`config.mk`:
```
export PLATFORM = sky130hd
export DESIGN_NAME = monster_sprite_renderer
export DESIGN_NICKNAME = d
export VERILOG_FILES = /design/src/rtl/monster_sprite_renderer.sv
export SDC_FILE = /design/constraint.sdc
export NUM_CORES = 1
export LEC_CHECK = 0
export CAP_MARGIN = 20
export CORE_MARGIN = 4
export CORE_UTILIZATION = 50
export CTS_CLUSTER_DIAMETER = 80
export DETAILED_ROUTE_END_ITERATION = 16
export PLACE_DENSITY = 0.73
export SYNTH_ARGS = -nofsm -noshare
export SYNTH_HDL_FRONTEND = slang
export SYNTH_SLANG_ARGS = --single-unit
```
`constraint.sdc`:
```
create_clock -name clk_vga -period 14.38 [get_ports clk_vga]
set_input_delay 2.157 -clock clk_vga [delete_from_list [all_inputs] [get_ports clk_vga]]
set_output_delay 2.157 -clock clk_vga [all_outputs]
set_load 0.1 [all_outputs]
```
`src/rtl/monster_sprite_renderer.sv`:
```
// -----------------------------------------------------------------------------
// monster_sprite_renderer
//
// Display-side consumer of the packed monster state bus. Once per frame the
// monster records are snapshotted into a shadow register; every scanned pixel
// is then tested against all monster boxes in a two-stage pipeline. The result
// (hit flag, winning monster index, sprite-ROM address) goes to the pixel mux.
//
// Ports:
//   clk_vga        in   1    pixel clock, the only clock
//   rst            in   1    synchronous active-high reset
//   state_monsters in   19*MONSTERS  record i at [19i+18:19i]:
//                               bit0 present, [2:1] dir, [10:3] x, [18:11] y
//   alive          in   1    game running; low at snapshot hides all monsters
//   frame_start    in   1    one-cycle pulse at start of vertical blanking
//   pix_valid      in   1    pix_x/pix_y are an active-area pixel
//   pix_x          in   10   screen column
//   pix_y          in   10   screen row
//   hit            out  1    pixel covered by a monster sprite
//   hit_idx        out  4    lowest-index covering monster (0 when no hit)
//   sprite_addr    out  10   {dir, dy[3:0], dx[3:0]} (0 when no hit)
//   out_valid      out  1    pix_valid delayed two cycles
//   monsters_shown out  4    present records in the current snapshot
//
// Optional feature macro: MONSTER_SPRITE_FLIP_EN
//   When defined, left-moving monsters (dir 2'b10) read the sprite mirrored
//   horizontally (dx replaced by SPRITE-1-dx).
// -----------------------------------------------------------------------------
module monster_sprite_renderer #(
  parameter int unsigned MONSTERS = 12,
  parameter int unsigned SCALE_SH = 2,
  parameter int unsigned X_OFF    = 48,
  parameter int unsigned Y_OFF    = 0,
  parameter int unsigned SPRITE   = 16
) (
  input  logic                   clk_vga,
  input  logic                   rst,
  input  logic [19*MONSTERS-1:0] state_monsters,
  input  logic                   alive,
  input  logic                   frame_start,
  input  logic                   pix_valid,
  input  logic [9:0]             pix_x,
  input  logic [9:0]             pix_y,
  output logic                   hit,
  output logic [3:0]             hit_idx,
  output logic [9:0]             sprite_addr,
  output logic                   out_valid,
  output logic [3:0]             monsters_shown
);

  localparam int unsigned SGN_W  = 11;  // signed pixel offset width
  localparam int unsigned G_W    = 9;   // game-space compare width (no wrap at 255)
  localparam int unsigned IDX_W  = 4;
  localparam int unsigned OFS_W  = 4;   // sprite-local dx/dy field width
  localparam int unsigned ADDR_W = 10;

  typedef struct packed {
    logic [7:0] y;
    logic [7:0] x;
    logic [1:0] dir;
    logic       present;
  } mon_rec_t;

  // Shadow snapshot of the monster bus, held for a whole frame.
  mon_rec_t [MONSTERS-1:0] snap_q;
  mon_rec_t [MONSTERS-1:0] snap_d;
  logic     [IDX_W-1:0]    shown_d;

  // Stage-1 registers.
  logic             s1_valid;
  logic             s1_in_area;
  logic [G_W-1:0]   s1_gx;
  logic [G_W-1:0]   s1_gy;

  // Stage-1 combinational results.
  logic [SGN_W-1:0] dx_s;
  logic [SGN_W-1:0] dy_s;
  logic             in_area_d;
  logic [G_W-1:0]   gx_d;
  logic [G_W-1:0]   gy_d;

  // Stage-2 combinational results.
  logic [MONSTERS-1:0] match;
  logic                hit_d;
  logic [IDX_W-1:0]    win;
  mon_rec_t            sel;
  logic [OFS_W-1:0]    dx_off;
  logic [OFS_W-1:0]    dy_off;
  logic [IDX_W-1:0]    hit_idx_d;
  logic [ADDR_W-1:0]   addr_d;

  // Next snapshot: reload on frame_start, masking presence when the game is idle.
  // Stage 2 reads this value so a coincident frame_start is already visible.
  always_comb begin
    snap_d = snap_q;
    if (frame_start) begin
      snap_d = state_monsters;
      if (!alive) begin
        for (int i = 0; i < MONSTERS; i++) begin
          snap_d[i].present = 1'b0;
        end
      end
    end
  end

  // Population count of present records in the next snapshot.
  always_comb begin
    shown_d = '0;
    for (int i = 0; i < MONSTERS; i++) begin
      shown_d = shown_d + IDX_W'(snap_d[i].present);
    end
  end

  // Screen to game-space transform; negative offsets fall outside the play area.
  always_comb begin
    dx_s      = {1'b0, pix_x} - SGN_W'(X_OFF);
    dy_s      = {1'b0, pix_y} - SGN_W'(Y_OFF);
    in_area_d = !dx_s[SGN_W-1] && !dy_s[SGN_W-1];
    gx_d      = G_W'(dx_s >> SCALE_SH);
    gy_d      = G_W'(dy_s >> SCALE_SH);
  end

  // Per-monster box test against the stage-1 game coordinates.
  always_comb begin
    match = '0;
    for (int i = 0; i < MONSTERS; i++) begin
      match[i] = snap_d[i].present && s1_in_area && s1_valid &&
                 (s1_gx >= {1'b0, snap_d[i].x}) &&
                 (s1_gx <= {1'b0, snap_d[i].x} + G_W'(SPRITE - 1)) &&
                 (s1_gy >= {1'b0, snap_d[i].y}) &&
                 (s1_gy <= {1'b0, snap_d[i].y} + G_W'(SPRITE - 1));
    end
  end

  // Fixed-priority select: scanning downward leaves the lowest matching index.
  always_comb begin
    win = '0;
    for (int i = MONSTERS - 1; i >= 0; i--) begin
      if (match[i]) begin
        win = IDX_W'(i);
      end
    end
  end

  // Sprite-local address of the winning monster.
  always_comb begin
    hit_d  = |match;
    sel    = snap_d[win];
    dx_off = OFS_W'(s1_gx - {1'b0, sel.x});
    dy_off = OFS_W'(s1_gy - {1'b0, sel.y});
`ifdef MONSTER_SPRITE_FLIP_EN
    // Left-movers reuse the right-facing image mirrored horizontally.
    if (sel.dir == 2'b10) begin
      dx_off = OFS_W'(SPRITE - 1) - dx_off;
    end
`endif
    hit_idx_d = '0;
    addr_d    = '0;
    if (hit_d) begin
      hit_idx_d = win;
      addr_d    = {sel.dir, dy_off, dx_off};
    end
  end

  // Snapshot, stage-1 and stage-2 registers.
  always_ff @(posedge clk_vga) begin
    if (rst) begin
      snap_q         <= '0;
      monsters_shown <= '0;
      s1_valid       <= 1'b0;
      s1_in_area     <= 1'b0;
      s1_gx          <= '0;
      s1_gy          <= '0;
      hit            <= 1'b0;
      hit_idx        <= '0;
      sprite_addr    <= '0;
      out_valid      <= 1'b0;
    end else begin
      snap_q         <= snap_d;
      monsters_shown <= shown_d;
      s1_valid       <= pix_valid;
      s1_in_area     <= in_area_d;
      s1_gx          <= gx_d;
      s1_gy          <= gy_d;
      hit            <= hit_d;
      hit_idx        <= hit_idx_d;
      sprite_addr    <= addr_d;
      out_valid      <= s1_valid;
    end
  end

endmodule

```
* Word-level counts from Yosys, hierarchy flattened *
Cells that the tools add are included.

word-level totals
  output and inout bits = 20
  register bits = 267
  input bits = 253
  word-level logic and storage cells = 247

operators by class
  magnitude comparators = 49
  bitwise logic cells = 1
  muxes and demuxes = 27
  reduce and logical (&&, ||, !) cells = 75
  add/sub/neg operators = 38

operator list
  cell                                                                  count
  228-bit 2-to-1 mux                                                    1
  8-bit by 4-bit adder with 9-bit output, second input constant         24
  9-bit by 8-bit greater-or-equal comparator with 1-bit output          12
  8-bit by 9-bit less-or-equal comparator with 1-bit output             12
  9-bit less-or-equal comparator                                        12
  8-bit greater-or-equal comparator                                     12
  19-bit binary-select mux with 4-bit select                            1
  1-bit logical AND                                                     72
  4-bit 2-to-1 mux                                                      12
  4-bit by 1-bit adder with 4-bit output                                8
  15-bit 2-to-1 mux                                                     1
  1-bit 2-to-1 mux                                                      12
  12-bit OR reduction                                                   1
  10-bit by 6-bit subtractor with 11-bit output, second input constant  1
  4-bit subtractor                                                      2
  4-bit by 5-bit < comparator with 1-bit output, second input constant  1
  3-bit by 1-bit adder with 4-bit output                                1
  2-bit by 1-bit adder with 3-bit output                                1
  1-bit by 1-bit adder with 2-bit output                                1
  2-bit OR reduction                                                    1
  1-bit logical NOT                                                     1
  1-bit inverter                                                        1

* Longest topological paths before layout *
Gate-level depths: netlist of run 1.

  depth after elaboration = 23
  mapped depth = 35
  mapped depth without buffers = 26

* Worst setup path after synthesis of run 1 *
Ideal clock, no wire load.

  path kind = input to register
  start = input frame_start
  end = register sprite_addr[3]
  buffers on the path = 9
  data arrival time = 8.327 ns
  stages on the path = 33
  setup time = 0.117 ns
  setup slack = 5.937 ns
  required time = 14.263 ns
  cells stage by stage = buf_6 > buf_6 > buf_2 > buf_2 > buf_2 > buf_2 > buf_2 > mux2i_1 > ha_1 > nand3_1 > xor2_1 > ha_1 > nand2_1 > or4_1 > a2111o_1 > a31oi_1 > nand4_1 > and2_1 > buf_2 > o31a_2 > o21ai_4 > buf_2 > mux2i_1 > nand2_1 > nand3_1 > o41ai_1 > ha_1 > nor2b_1 > o21ai_0 > nand2b_1 > xnor2_1 > nand3_1 > nor3b_1

between the ends
  word-level cells in the longest chain between the ends = 22
  elaborated cells on any way between the ends = 163
  those cells by class = add/sub: 25; order compare: 48; mux: 15; bitwise: 1; reduce/logical: 74

ends and longest elaborated chain
  item                                                                             line  text
  start, declared                                                                  40    input logic frame_start,
  228-bit 2-to-1 mux (*)                                                           96    if (frame_start) begin
  branches (longest 21 deep; another with 8-bit by 4-bit adder with 9-bit output)  --
  end signal, assigned                                                             187   sprite_addr <= addr_d;
  end, declared                                                                    46    output logic [9:0] sprite_addr,

Every way passes the cells marked *. The select of a mux whose other input is x is not followed.
A chain may end at the register's enable or synchronous reset.

* Final worst setup path of run 1 *
Same ends and word-level chain as after synthesis.

==> results by group, run 1 <==
Run status
  • Status: completed

Setup path
  • CP required: 14800 ps
  • Stages on worst setup path: 26
  • R2r setup slk: 7570 ps
  • Max incr delay on CP: 810 ps
  • Crit path capture type: register
  • Top Family by Delay on Critical Path: buffers and inverters
  • CP Max Fanout: 95
  • WS Path Type: in -> reg
  • Reg2Reg Depth: 24
  • Crit start category: input port
  • Critical Path AT: 10250 ps
  • CP max-delay cell: buf_4
  • Reg-to-reg critical path startpoint: snap_q[61]$_SDFF_PP0_
  • Crit path buffers/inverters: 4
  • Reg2Reg Capture Point: sprite_addr[3]$_SDFF_PP0_

STA
  • Worst Clk Skew: 23.11 ps
  • Final critical-path required period: 9837 ps
  • TNS Setup: 0 ps
  • Final Hold Viols: 0
  • # setup viols final: 0
  • Tightest Pin Transition: 1190 ps
  • FMAX: 101.7 MHz
  • Relative slew slack: 0.1962
  • RSZ-0062 raised after global routing: no
  • Final Max Tran Viols: 0
  • Period utilisation layout: 0.6841

Clock tree
  • Resized cells post-CTS: 0
  • CTS tree: yes
  • Max clock buf depth: 3
  • Root Buffer: clkbuf_16
  • TritonCTS Buffers: 34
  • Setup bufs post-CTS: 0
  • Clk pin slew, worst setup/hold paths: 70 ps
  • # clock sinks: 267
  • Max H-tree Level: 2
  • Insertion delay to the later sink of the worst-skew pair: 560 ps
  • Hold_buf cts: 0

Worst hold path
  • Min-Delay Path Class: reg -> reg
  • Hold_sp: snap_q[153]$_SDFF_PP0_
  • Hold EP: snap_q[153]$_SDFF_PP0_
  • Hold path cells: 2

Floorplan
  • Die width: 220.6 um
  • Initial Utilization: 0.5089
  • Standard-cell rows: 77
  • Die height: 220.6 um
  • Die footprint: 0.04867 mm^2
  • I/O Pins: 273
  • Area of the core: 0.04441 mm^2

Place
  • Placed instance count: 3317
  • Routability Congestion: 0.9104
  • IO Port Bufs: 268
  • Detailed Place HPWL: 52270 um

Drt
  • WL final: 70670 um
  • Vias per cell: 6.090
  • Residual DRC: 0
  • Avg WL per Cell: 20.91 um
  • Drt pass-1 iters: 5
  • Antenna-violating nets left: 0
  • 1st-iter DRT viols: 1334
  • Vias: 20.58k

Synthesis
  • Asr flop ratio synth: 0
  • Synthesis-stage register bit count: 267
  • Mapped Nets: 3203
  • Mapped cell area: 0.02260 mm^2
  • Avg Inst Size Synth: 9.004 um^2
  • Count of cell types in the netlist: 93
  • Top_reg_cell synth: dfxtp_1
  • Yosys warns: 0
  • Number of synthesized flops with an enable pin: 0
  • Syn Inst Count: 2510
  • Register area share after synthesis: 0.2365

GRT
  • Total track usage: 0.2817
  • Vias in the first global route: 20.73k
  • First-pass GRT wire length: 109100 um
  • GRT overflow: 0
  • Initial antenna violation count: 2
  • Maximum number of pins on one net before global-route repair: 97

Finish
  • P&R area growth vs syn: 19.49%
  • Layout cells sized above 1: 0.04952
  • Post-route insts no fill: 3380
  • Fillers: 3749
  • Final net count: 3455

Power
  • Max rail drop VDD: 0.1010 mV
  • Total power divided by cell area: 94.43 mW/mm^2
  • Leakage: 12.16 nW

Job
  • MaxCap Viol Count: 0
==> cells in the final DEF, fill, tap and decap left out, types with 10 or more instances in the layout <==
cell,n
ha_1,431
nor2_1,361
dfxtp_1,267
clkdlybuf4s50_1,266
mux2i_1,220
nand2_1,123
xor2_1,96
nand3_1,94
a21oi_1,92
inv_1,61
o21ai_0,61
xnor2_1,56
nor2b_1,44
a211oi_1,38
clkbuf_16,37
a21o_1,33
nor3_1,32
nand4_1,31
o211ai_1,27
buf_4,26
o21a_1,25
a31oi_1,24
a2111oi_0,19
a41oi_1,19
mux2_2,17
nand2b_1,14
a22oi_1,13
a211o_1,13
and2_1,11
nor3b_1,11
o31ai_1,10
==> synthesized netlist by cell type, types with 7 or more instances <==
library cell / instances / area, um^2
a41oi_1: 19 / 166.4
nand2b_1: 14 / 87.58
and2_1: 11 / 68.82
a31oi_1: 24 / 150.1
o21bai_1: 7 / 52.55
xor2_1: 96 / 840.8
nor2_1: 361 / 1355
nand3_1: 94 / 470.5
inv_1: 61 / 229.0
a21boi_0: 9 / 67.56
dfxtp_1: 267 / 5345
a21o_1: 33 / 247.7
nor3_1: 32 / 160.2
a211o_1: 13 / 113.9
a21oi_1: 92 / 460.4
buf_6: 10 / 112.6
o22ai_1: 8 / 50.05
mux2_2: 17 / 191.4
xnor2_1: 56 / 490.5
a2111oi_0: 19 / 166.4
o211ai_1: 27 / 202.7
nor2b_1: 44 / 275.3
o21ai_1: 8 / 40.04
o21ai_0: 61 / 305.3
nand2_1: 123 / 461.7
nor4_1: 9 / 56.30
a32o_1: 7 / 70.07
nor3b_1: 11 / 82.58
and3_1: 7 / 43.79
nand4_1: 31 / 193.9
o21a_1: 25 / 187.7
ha_1: 431 / 5393
o31ai_1: 10 / 75.07
mux2i_1: 220 / 2202
a211oi_1: 38 / 285.3
buf_2: 33 / 165.2
a22oi_1: 13 / 97.59
clkbuf_1: 31 / 116.4
fa_1: 9 / 180.2
==> cell families (layout without fill, tap and decap cells) <==
logic type      count (synthesis)  count (layout)  synth area share
mux                           249             249            0.1154
simple gates                  781             781            0.1630
flops                         267             267            0.2365
buf+inv                       142             419           0.02962
fa+ha+maj                     440             440            0.2466
xor+xnor                      152             152           0.05891
other cells                     0               1                 0
compound gates                479             479            0.1500
==> layer usage <==
| metal | share of wire | global-route usage | vias to the layer above |
|---|---|---|---|
| li1 | - | - | 9779 |
| met1 | 0.42 | 0.3541 | 9816 |
| met2 | 0.46 | 0.4694 | 793 |
| met3 | 0.068 | 0.04312 | 194 |
| met4 | 0.053 | 0.1440 | 2 |
| met5 | 0.000099 | 0 | - |
==> state kept, by name, indices dropped and copies added, names as in the netlist <==
signal / count
s1_valid: 1
snap_q: 228
sprite_addr: 10
out_valid: 1
s1_gy: 8
hit_idx: 4
s1_gx: 9
monsters_shown: 4
hit: 1
s1_in_area: 1
==> per-stage QoR <==
step	cell area, um^2	util	hold slack (ps)	total power, mW	setup WS, ps
after detailed placement	25810	0.5811	478.8	1.646	4270
after global routing	27000	0.6080	524.0	2.687	4220
after global placement	25810	0.5811	466.9	1.606	4482
after CTS	26990	0.6077	495.3	2.556	4833
final	27010	0.6081	493.7	2.550	4543
after floorplan	22600	-	449.6	1.381	5937
==> worst max-delay path by stage <==
stage,endpoint,slack (ps),from
floorplan,sprite_addr[3]$_SDFF_PP0_,5940,frame_start
global placement,sprite_addr[3]$_SDFF_PP0_,4480,frame_start
detailed placement,sprite_addr[3]$_SDFF_PP0_,4270,frame_start
CTS,sprite_addr[3]$_SDFF_PP0_,4830,frame_start
global route,sprite_addr[3]$_SDFF_PP0_,4220,frame_start
finish,sprite_addr[3]$_SDFF_PP0_,4540,frame_start
==> cell type report <==
type,instances,area [um^2],share of cell area
Clock inverter,12,131.4,0.004865
Tap cell,592,740.7,0.02743
Timing Repair Buffer,296,2915,0.1080
Multi-Input combinational cell,2101,16590,0.6142
Inverter,62,234.0,0.008664
Sequential cell,267,5345,0.1979
Clock buffer,49,1051,0.03892
Antenna cell,1,2.502,0.00009266
==> power by group <==
group	internal, mW	leakage [nW]	switching (mW)
Combinational	0.361	9.39	0.486
Clock	0.547	0.572	0.358
Sequential	0.783	2.20	0.0151
Total	1.69	12.2	0.859
==> worst register-to-register path, stage by stage, from the launching register on <==
cell and delay, ps:
dfxtp_1 300, mux2i_1 510, ha_1 340, nand3_1 100
xor2_1 200, ha_1 340, a2111oi_0 470, a221o_1 230
a21oi_1 130, nor4_1 500, o22ai_1 160, a21oi_1 180
buf_4 240, and2_1 520, buf_4 530, mux2_2 400
o22ai_1 280, a221o_1 250, o21ai_1 80, ha_1 310
o21ai_0 90, nand2b_1 90, xnor2_1 180, nand3_1 100
nor3b_1 150
Note: power is estimated with default switching activity, not from simulation.
==> inputs of run 2 (changes only) <==
Settings changed: PLACE_DENSITY 0.73 to 0.76.
Clock period 14.38 ns to 8.6 ns, I/O delays scaled along.
==> results by group, run 2 (same netlist as run 1, synthesis figures left out) <==
Finish
  • Utilization after layout: 0.6196
  • Largest Register: snap_q
  • Layout cells sized above 1: 0.07738
  • Biggest regs: snap_q (228), sprite_addr (10), s1_gx (9)
  • Finished Cell Area: 0.02752 mm^2
  • Most frequent cells in the layout: ha_1 (431), nor2_1 (361), dfxtp_1 (267)
  • P&R area growth vs syn: 21.77%
  • Ant. Diodes: 0
  • Final net count: 3540
  • Commonest non-fill, non-tap cell in the layout: ha_1
  • Largest register FFs: 228

Clock tree
  • TritonCTS Buffers: 31
  • Max H-tree Level: 1
  • Resized cells post-CTS: 0
  • Clk pin slew, worst setup/hold paths: 60 ps
  • CTS tree: yes
  • Insertion delay to the later sink of the worst-skew pair: 600 ps
  • # clock sinks: 267
  • Setup bufs post-CTS: 0
  • Max clock buf depth: 3
  • Hold_buf cts: 0
  • Root Buffer: clkbuf_16

GRT
  • Initial antenna violation count: 1
  • Maximum number of pins on one net before global-route repair: 95
  • GRT overflow: 0
  • First-pass GRT wire length: 111300 um
  • Total track usage: 0.2852
  • Vias in the first global route: 21.17k

Place
  • Routability Congestion: 0.9377
  • Detailed Place HPWL: 55400 um
  • IO Port Bufs: 268
  • Post-DP Area: 0.02650 mm^2

Setup path
  • Reg2Reg Depth: 25
  • Reg2Reg Capture Point: sprite_addr[3]$_SDFF_PP0_
  • WS Path Type: in -> reg
  • Crit start category: input port
  • R2r setup slk: 2350 ps
  • Worst Setup EP: sprite_addr[3]$_SDFF_PP0_
  • Crit path capture type: register
  • CP required: 9050 ps
  • Crit path buffers/inverters: 3
  • Max incr delay on CP: 490 ps
  • Top Family by Delay on Critical Path: simple AND/OR/NAND/NOR gates
  • Stages on worst setup path: 28
  • CP Max Fanout: 47
  • Worst Setup SP: frame_start
  • Critical Path AT: 7870 ps
  • Cell mode on critical path: nand3_1
  • Reg-to-reg critical path startpoint: snap_q[221]$_SDFF_PP0_
  • CP max-delay cell: mux2i_1

Drt
  • Antenna-violating nets left: 0
  • WL final: 72020 um
  • Drt pass-1 iters: 7
  • 1st-iter DRT viols: 1515
  • Avg WL per Cell: 20.81 um
  • Vias per cell: 6.027
  • Vias: 20.86k
  • Residual DRC: 0

STA
  • Fin Hold WS: 495.4 ps
  • Final critical-path required period: 7417 ps
  • RSZ-0062 raised after global routing: no
  • # setup viols final: 0
  • Final Max Tran Viols: 0
  • Relative slew slack: 0.2161
  • Worst Clk Skew: 16.16 ps
  • FMAX: 134.8 MHz
  • TNS Setup: 0 ps
  • Tightest Pin Transition: 1174 ps
  • Final Hold Viols: 0
  • Period utilisation layout: 0.8624

Worst hold path
  • Min-Delay Path Class: reg -> reg

Power
  • Max rail drop VDD: 0.1463 mV
  • Leakage: 12.51 nW
  • Total power draw: 4.140 mW
  • Total power divided by cell area: 150.4 mW/mm^2

Run status
  • Status: completed

Floorplan
  • I/O Pins: 273
  • Die width: 220.6 um
  • Area of the core: 0.04441 mm^2
  • Initial Utilization: 0.5089
  • Die footprint: 0.04867 mm^2
  • Die height: 220.6 um
  • Standard-cell rows: 77

Job
  • MaxCap Viol Count: 0
## run 2: worst min path at each step
stage / startpoint / endpoint / slack [ps] / cells past startpoint
2_1_floorplan: snap_q[59]$_SDFF_PP0_ / snap_q[59]$_SDFF_PP0_ / 450 / 2
3_3_place_gp: snap_q[210]$_SDFF_PP0_ / snap_q[210]$_SDFF_PP0_ / 470 / 2
3_5_place_dp: snap_q[39]$_SDFF_PP0_ / snap_q[39]$_SDFF_PP0_ / 480 / 2
4_1_cts: snap_q[39]$_SDFF_PP0_ / snap_q[39]$_SDFF_PP0_ / 500 / 2
5_1_grt: snap_q[173]$_SDFF_PP0_ / snap_q[173]$_SDFF_PP0_ / 530 / 2
6_report: snap_q[39]$_SDFF_PP0_ / snap_q[39]$_SDFF_PP0_ / 500 / 2
## run 2: final cells by class
type	instances	area [um^2]
Multi-Input combinational cell	2101	16590
Clock inverter	18	178.9
Sequential cell	267	5345
Clock buffer	37	838.3
Fill cell	3687	16890
Timing Repair Buffer	384	3597
Tap cell	592	740.7
Inverter	62	234.0
## run 2: metrics by stage
stage               setup WS, ps  cells
global route               670.2   3461
finish                      1183   3461
global placement           946.6   3406
detailed placement         723.3   3406
floorplan                   1024   2510
CTS                         1312   3461
## run 2: where the power goes
| group | switching (mW) | internal, mW | leakage, nW |
|---|---|---|---|
| Sequential | 0.0408 | 1.31 | 2.20 |
| Clock | 0.577 | 0.758 | 0.494 |
| Combinational | 0.814 | 0.640 | 9.81 |
| Total | 1.43 | 2.71 | 12.5 |
## run 2: routing by layer
metal,routed length [um],track usage,part of all wire
met5,11,0,0.00015
met3,4871,0.03667,0.068
met1,30120,0.3625,0.42
met4,3860,0.1425,0.054
met2,33150,0.4772,0.46
## run 2: worst reg2reg max path: cells and delay by family, from the launching register on
kind | cells | cell delay (ps)
AOI/OAI and AO/OA | 10 | 2660
and+or+nand+nor | 8 | 1170
adders and majority gates | 3 | 890
muxes | 1 | 490
xor gates and xnor gates | 2 | 330
DFF | 1 | 300
buffers and inverters | 1 | 300
==> inputs of run 3 (changes only) <==
Settings changed: PLACE_DENSITY 0.76 to 0.83.
==> results by group, run 3 (same netlist as run 1, synthesis figures left out) <==
Run status
  • Status: completed

Drt
  • WL final: 72430 um
  • Residual DRC: 0
  • 1st-iter DRT viols: 1636
  • Antenna-violating nets left: 0
  • Vias per cell: 6.104
  • Drt pass-1 iters: 8
  • Vias: 21.18k
  • Avg WL per Cell: 20.87 um

Clock tree
  • TritonCTS Buffers: 31
  • Root Buffer: clkbuf_16
  • # clock sinks: 267
  • Insertion delay to the later sink of the worst-skew pair: 600 ps
  • Clk pin slew, worst setup/hold paths: 70 ps
  • Hold_buf cts: 0
  • Resized cells post-CTS: 0
  • CTS tree: yes
  • Max H-tree Level: 1
  • Setup bufs post-CTS: 0
  • Max clock buf depth: 3

Finish
  • Final net count: 3546
  • P&R area growth vs syn: 22.31%
  • Biggest regs: snap_q (228), sprite_addr (10), s1_gx (9)
  • Post-route insts no fill: 3470
  • Layout cells sized above 1: 0.07855
  • Largest Register: snap_q
  • Commonest non-fill, non-tap cell in the layout: ha_1
  • Most frequent cells in the layout: ha_1 (431), nor2_1 (361), dfxtp_1 (267)
  • Largest register FFs: 228

GRT
  • Vias in the first global route: 21.27k
  • Met1 global-route usage: 0.3590
  • GR peak layer: met2
  • Initial antenna violation count: 3
  • Total track usage: 0.2865
  • Met3 usage: 0.03914
  • GRT overflow: 0
  • Met2 Resource Use GR: 0.4835
  • First-pass GRT wire length: 111900 um
  • Maximum number of pins on one net before global-route repair: 191

Place
  • Routability Congestion: 0.9264
  • Detailed Place HPWL: 54670 um
  • Placed instance count: 3412
  • IO Port Bufs: 268

STA
  • Relative slew slack: 0.2862
  • FMAX: 133.3 MHz
  • Period utilisation layout: 0.8721
  • Worst Clk Skew: 12.58 ps
  • TNS Setup: 0 ps
  • Final Hold Viols: 0
  • Final critical-path required period: 7500 ps
  • # setup viols final: 0
  • Final Max Tran Viols: 0
  • Tightest Pin Transition: 1069 ps
  • RSZ-0062 raised after global routing: no

Setup path
  • Crit path capture type: register
  • CP required: 9060 ps
  • CP max-delay cell: a21oi_1
  • Cell mode on critical path: buf_4
  • Max incr delay on CP: 730 ps
  • Crit start category: input port
  • CP Max Fanout: 35
  • WS Path Type: in -> reg
  • Critical Path AT: 7960 ps

Job
  • MaxCap Viol Count: 0

Floorplan
  • Die footprint: 0.04867 mm^2
  • I/O Pins: 273
  • Standard-cell rows: 77
  • Initial Utilization: 0.5089
  • Die height: 220.6 um
  • Die width: 220.6 um
  • Area of the core: 0.04441 mm^2

Power
  • Max rail drop VDD: 0.1492 mV
  • Leakage: 12.56 nW
  • Total power divided by cell area: 153.9 mW/mm^2

Worst hold path
  • Min-Delay Path Class: reg -> reg
run 3: changes by cell type in the layout (fill, tap and decap cells not counted), sizes merged:
cell / before / now
clkinv: 8 / 4
inv: 66 / 64
clkbuf: 37 / 41
buf: 118 / 124
bufinv: 2 / 6
diode: 0 / 1
run 3: final timing paths:
check	from	to	slack [ps]	depth (start not counted)
hold reg to reg	snap_q[210]$_SDFF_PP0_	snap_q[210]$_SDFF_PP0_	490	2
setup reg to reg	snap_q[22]$_SDFF_PP0_	sprite_addr[3]$_SDFF_PP0_	2330	23
setup / recovery	frame_start	sprite_addr[3]$_SDFF_PP0_	1100	25
hold / removal	snap_q[210]$_SDFF_PP0_	snap_q[210]$_SDFF_PP0_	490	2
run 3: where the power goes:
part	internal [mW]	switching (mW)
clock	0.877	0.561
combinational	0.645	0.830
sequential	1.31	0.0301
run 3: area by class of cell:
type | count | area (um^2)
Antenna cell | 1 | 2.502
Clock buffer | 41 | 853.3
Clock inverter | 16 | 251.5
Fill cell | 3588 | 16770
Inverter | 62 | 234.0
Multi-Input combinational cell | 2101 | 16590
Sequential cell | 267 | 5345
Tap cell | 592 | 740.7
Timing Repair Buffer | 390 | 3630
run 3: per-stage QoR:
stage	cell area (um^2)	utilization	total power, mW	worst slack (ps)	hold slack (ps)
5_1_grt	27640	0.6224	4.486	794.9	530.7
3_5_place_dp	26540	0.5975	2.810	732.4	475.5
6_report	27640	0.6224	4.253	1100	492.4
2_1_floorplan	22600	-	2.309	1024	449.6
4_1_cts	27640	0.6223	4.260	1309	492.9
3_3_place_gp	26540	0.5975	2.730	942.7	467.4
run 3: per-layer routing:
| metal | vias to the layer above | share of wire |
|---|---|---|
| met4 | 2 | 0.054 |
| met3 | 232 | 0.072 |
| met1 | 10110 | 0.41 |
| li1 | 9966 | - |
| met2 | 868 | 0.47 |
| met5 | - | 0.00014 |
run 3: critical path, delay by kind of cell:
kind | cells | cell delay [ps]
xor gates and xnor gates | 2 | 380
AOI/OAI and AO/OA | 8 | 2470
buffers and inverters | 4 | 1120
and+or+nand+nor | 8 | 1770
muxes | 1 | 260
adders and majority gates | 2 | 630
